File: src/rtl/spi_master_tx.sv
// SPI mode-0 master transmitter: accepts a word over valid/ready and shifts it out
// MSB-first on cs_n/sclk/mosi with a programmable sclk half-period.
module spi_master_tx #(
   parameter int CLK_DIV = 4,
   parameter int DATA_W  = 8
) (
   input  logic              _i_clk,
   input  logic              _i_rst,
   input  logic [DATA_W-1:0] _i_data,
   input  logic              _i_valid,
   output logic [4:0]        __output
);

   localparam int DIV_W = $clog2(CLK_DIV + 1);
   localparam int BIT_W = $clog2(DATA_W + 1);

   typedef enum logic [1:0] {
      IDLE  = 2'd0,
      SETUP = 2'd1,
      SHIFT = 2'd2,
      GAP   = 2'd3
   } state_t;

   state_t              state_q;
   logic [DIV_W-1:0]    div_q;
   logic [DIV_W-1:0]    div_d;
   logic                div_wrap_d;
   logic [BIT_W-1:0]    bit_q;
   logic [DATA_W-1:0]   sh_q;
   logic [DATA_W-1:0]   sh_d;
   logic                done_q;
   logic                ready_q;
   logic                cs_n_q;
   logic                sclk_q;
   logic                mosi_q;

   // Divider wrap detection and the shift register's next value.
   always_comb begin
      div_wrap_d = (div_q == DIV_W'(CLK_DIV - 1));
      if (div_wrap_d) begin
         div_d = '0;
      end else begin
         div_d = div_q + DIV_W'(1);
      end
      sh_d = sh_q << 1;
   end

   // Frame sequencer; every output pin comes straight from a register here.
   always_ff @(posedge _i_clk or negedge _i_rst) begin
      if (!_i_rst) begin
         state_q <= IDLE;
         div_q   <= '0;
         bit_q   <= '0;
         sh_q    <= '0;
         done_q  <= 1'b0;
         ready_q <= 1'b1;
         cs_n_q  <= 1'b1;
         sclk_q  <= 1'b0;
         mosi_q  <= 1'b0;
      end else begin
         done_q <= 1'b0;
         case (state_q)
            IDLE: begin
               div_q <= '0;
               bit_q <= '0;
               if (_i_valid && ready_q) begin
                  sh_q    <= _i_data;
                  mosi_q  <= _i_data[DATA_W-1];
                  cs_n_q  <= 1'b0;
                  ready_q <= 1'b0;
                  state_q <= SETUP;
               end
            end
            SETUP: begin
               div_q <= div_d;
               if (div_wrap_d) begin
                  sclk_q  <= 1'b1;
                  state_q <= SHIFT;
               end
            end
            SHIFT: begin
               div_q <= div_d;
               if (div_wrap_d) begin
                  if (sclk_q) begin
                     sclk_q <= 1'b0;
                     // The last bit keeps mosi at the LSB through the cs hold half.
                     if (bit_q != BIT_W'(DATA_W - 1)) begin
                        sh_q   <= sh_d;
                        mosi_q <= sh_d[DATA_W-1];
                     end
                  end else if (bit_q == BIT_W'(DATA_W - 1)) begin
                     cs_n_q  <= 1'b1;
                     done_q  <= 1'b1;
                     state_q <= GAP;
                  end else begin
                     sclk_q <= 1'b1;
                     bit_q  <= bit_q + BIT_W'(1);
                  end
               end
            end
            GAP: begin
               div_q <= div_d;
               if (div_wrap_d) begin
                  sh_q    <= '0;
                  mosi_q  <= 1'b0;
                  ready_q <= 1'b1;
                  state_q <= IDLE;
               end
            end
            default: begin
               state_q <= IDLE;
               div_q   <= '0;
               bit_q   <= '0;
               ready_q <= 1'b1;
               cs_n_q  <= 1'b1;
               sclk_q  <= 1'b0;
               mosi_q  <= 1'b0;
            end
         endcase
      end
   end

   assign __output = {done_q, ready_q, cs_n_q, sclk_q, mosi_q};

endmodule

File: config.mk
export PLATFORM = sky130hd
export DESIGN_NAME = spi_master_tx
export DESIGN_NICKNAME = d
export VERILOG_FILES = /design/src/rtl/spi_master_tx.sv
export SDC_FILE = /design/constraint.sdc
export NUM_CORES = 1
export LEC_CHECK = 0
export CORE_ASPECT_RATIO = 1.1
export CORE_UTILIZATION = 56
export DETAILED_ROUTE_END_ITERATION = 12
export PLACE_DENSITY = 0.81
export SYNTH_ARGS = -nofsm -noshare
export SYNTH_HDL_FRONTEND = slang
export SYNTH_SLANG_ARGS = --single-unit
File: constraint.sdc
create_clock -name _i_clk -period 5.46 [get_ports _i_clk]
set_input_delay 1.638 -clock _i_clk [delete_from_list [all_inputs] [get_ports _i_clk]]
set_output_delay 1.638 -clock _i_clk [all_outputs]
set_load 0.05 [all_outputs]
# Yosys cells after proc, flatten, opt, wreduce, memory -nomap -nowiden
# Index checks and enable logic that the tools add are counted.
# classes
addsub	2
n_eq_ne	15
muxes	40
n_reduce_logical	13
# ops
op	count
$mux W7	5
$pmux W7 S3	1
$ne A2 B2 Y1 const B	9
$mux W1	17
$mux W2	6
$mux W4	3
$reduce_and A6 Y1	2
$pmux W2 S4	1
$pmux W4 S2	1
$pmux W1 S2	3
$pmux W3 S2	1
$reduce_and A3 Y1	2
$reduce_bool A2 Y1	3
$reduce_and A5 Y1	1
$add A4 B1 Y4 const B	1
$eq A2 B2 Y1 const B	2
$eq A4 B3 Y1 const B	1
$ne A4 B3 Y1 const B	1
$reduce_and A4 Y1	1
$add A3 B1 Y3 const B	1
$eq A3 B2 Y1 const B	1
$mux W3	1
$pmux W1 S3	1
$reduce_bool A3 Y1	1
other kinds (4)	4
# totals
regBits	21
input_bits	11
output_inout_bits	5
elab_cells	79

# Logic depth before layout (Yosys ltp)
# logic_depth
word_depth	5
depth_mapped	6
mapped_depth_nobuf	6

# Worst setup path after synthesis
# OpenSTA, ideal clock, no wires.
# synth_timing
path_type	input-to-reg
from	in _i_valid
to	reg state_q[1]
setup_time_ps	128
arrival_time_ps	2518
required_ps	5332
path_slack_ps	2815
cell_stages	4
n_path_buf	0
cell_sequence	nand2_1 > a221o_1 > a21oi_2 > mux2_1
# synth_between
elab_chain_cells	3
# synth_rtl
item	line	text
from (decl)	10	input logic _i_valid,
$logic_and A1 B1 Y1	66	if (_i_valid && ready_q) begin
$ne A2 B2 Y1 (no line)	--	
$reduce_and A6 Y1 (no line)	--	
to (signal assigned)	71	state_q <= SETUP;
to (signal assigned)	78	state_q <= SHIFT;
to (signal assigned)	94	state_q <= GAP;
to (decl)	24	state_t state_q;
# No other way between the ends.
# A chain may end at the register's enable or synchronous reset.

# Worst setup path in the final report
# layout_timing
from	reg ready_q
to	out __output[3]
# layout_rtl
item	line	text
from (decl)	32	logic ready_q;
from (signal assigned)	56	ready_q <= 1'b1;
from (signal assigned)	70	ready_q <= 1'b0;
from (signal assigned)	106	ready_q <= 1'b1;
to (decl)	11	output logic [4:0] __output
# No word-level cell between the ends.

==> flow_summary.toml <==
[run_status]
status = "finished, final reports clean"

[route]
route.detailed.drc = 0
drt-total-wl_um = 1928
avgViaCountPerCell = 5.563
drt_first_pass_iters = 4
wl_per_cell_um = 12.77
drt_iter0_drc = 10
vias = 840
antenna_left = 0

[clock_network]
clock-root-buffer = "clkbuf_4"
ctsResizeCount = 0
cts_buffers = 3
htree_levels = 1
postCtsSetupRepairBufs = 0
clk_latency_ps = 300
postCtsHoldBufs = 0
cts_sinks = 21
path_clk_slew_ps = 120
cts_tree = "done"
clock_path_buffers = 2

[power]
total_power_uw = 243.9
powerDensity_nw_per_um2 = 184.2
leakagePower_uw = 0.0006540
max-vdd-ir-drop_mv = 0.1271

[worst_setup_path]
reg2reg_slack_ps = 3190
cp_slowest_cell = "clkdlybuf4s50_1"
slowest_delay_ps = 800
cp-end-kind = "output pin"
critical-path-top-delay-family = "buffers and inverters"
reg2reg_to = "state_q[1]"
rr_startpoint = "state_q[0]"
cp.required_ps = 3820
path_class = "register to output pin"
reg2regPathDepth = 6
crit_path_start_kind = "register"
crit_arrival_ps = 1680
path_cells = "clkdlybuf4s50_1"
path_buf_inv = 1
crit_fanout = 4

[timing]
final.min_clock_period_ps = 3315
whs_ps = 447.4
slew_headroom = 0.3771
rsz0062_at_grt = "no"
hold_viol_final = 0
fmax_ghz = 0.3016
finalSetupViolations = 0
setup_tns_ps = 0
worstMarginPinSlew_ps = 931.4
skew_ps = 0.7589
report.final.slew_viol_count = 0
period_share = 0.6072

[synthesis]
synth.distinct_cells = 34
yosysTopAreaCell = "dfrtp_1"
ys_async_sr_fraction = 1.000
yosysSeqAreaShare = 0.4513
ys_seq_elements = 21
synth_top_area_frac = 0.4064
synth_ff_type = "dfrtp_1"
synth-edff-count = 0
synth.area.top_cells = "dfrtp_1, ha_1, mux2i_1"
synth_area_um2 = 1170
postSynthCellCount = 113
synth_nets = 131
syn_avg_cell_area_um2 = 10.35
ys_warn_count = 0

[layout]
final_nets = 143
postLayoutCoreUtil = 0.7110
final_cells = 151
num_antenna_cells = 0
area_growth_pct = 13.16
drive_above_1_share = 0.07258

[placed_design]
gp_congestion = 0.7561
dp.cells = 147
io_buffers = 15
dp_hpwl_um = 1416

[grt]
grt_max_degree = 25
grt_overflow_total = 0
track_usage = 0.2074
grt_pass1_vias = 817
grt_antenna_before_repair = 0
grt_pass1_wl_um = 3463

[die]
dieArea_um2 = 2276
pin_count = 16
core_um2 = 1862
std_cell_rows = 16
die_height_um = 49.94
initial_core_util = 0.6284
fp.dieW_um = 45.58

[worst_hold_path]
hp-class = "register to register"
holdPathStages = 1
hold_end = "div_q[0]"
hold_start = "div_q[0]"

[flow_run]
maxCapViolations = 0
## registers in the layout, indices dropped and copies added, names as in the netlist
signal / flops
mosi_q: 1
sclk_q: 1
cs_n_q: 1
ready_q: 1
bit_q: 4
state_q: 2
div_q: 3
done_q: 1
sh_q: 7
## through the flow
stage,area (µm²),worst slack [ps]
2_1_floorplan,1170,2815
3_5_place_dp,1296,2266
3_3_place_gp,1296,2291
5_1_grt,1324,2103
4_1_cts,1324,2140
6_report,1324,2145
## cell families after synthesis
group | after synthesis | share of synthesized area
AOI/OAI and AO/OA | 22 | 0.1369
xor gates and xnor gates | 1 | 0.007488
adders and majority gates | 7 | 0.07486
and+or+nand+nor | 36 | 0.1786
muxes | 8 | 0.06952
buffers and inverters | 18 | 0.08128
DFF | 21 | 0.4513
## power by group
part           switching [µW]  leakage [µW]  internal (µW)
combinational            5.16      0.000387           8.38
sequential                  0      0.000250            156
clock                    47.4     0.0000177           27.3
## layout by cell type (no fill, tap or decap), types with 2 or more instances in the layout
cell type / synthesis / layout
a21o_1: 2 / 2
a21oi_1: 10 / 10
and2_1: 2 / 2
clkbuf_4: 0 / 3
clkdlybuf4s50_1: 0 / 15
dfrtp_1: 19 / 19
dfstp_2: 2 / 2
ha_1: 7 / 7
inv_1: 10 / 10
mux2i_1: 7 / 7
nand2_1: 6 / 6
nand2b_1: 2 / 2
nand3_1: 5 / 5
nor2_1: 4 / 4
nor2b_1: 2 / 2
nor3_1: 2 / 2
nor3b_1: 8 / 8
o21ai_0: 3 / 3
## per-layer routing
layer | track usage | up-vias | part of all wire
met5 | 0 | - | 0
met4 | 0.07576 | 0 | 0.015
met3 | 0.03297 | 4 | 0.027
met2 | 0.3333 | 15 | 0.49
met1 | 0.2727 | 404 | 0.46
li1 | - | 417 | -
## area by class of cell
cell class	instances	area, µm²
clock buffers	3	22.52
multi-input cells	74	546.8
flip-flops and latches	21	528.0
fillers	143	538.0
inverters	10	37.54
well taps	27	33.78
repair buffers	15	150.1
clock inverters	1	5.005
## Yosys cell counts (3+ instances only)
master,n
dfrtp_1,19
nor3b_1,8
a21oi_1,10
nand2_1,6
o21ai_0,3
inv_1,10
mux2i_1,7
buf_4,5
nand3_1,5
nor2_1,4
ha_1,7
## worst max-delay path by stage
stage / startpoint / to / slack, ps / cells past startpoint
5_1_grt: ready_q / __output[3] / 2100 / 1
2_1_floorplan: _i_valid / state_q[1] / 2810 / 4
3_3_place_gp: _i_valid / state_q[1] / 2290 / 5
3_5_place_dp: _i_valid / state_q[1] / 2270 / 5
4_1_cts: ready_q / __output[3] / 2140 / 1
6_report: ready_q / __output[3] / 2140 / 1
Note: power is estimated with default switching activity, not from simulation.
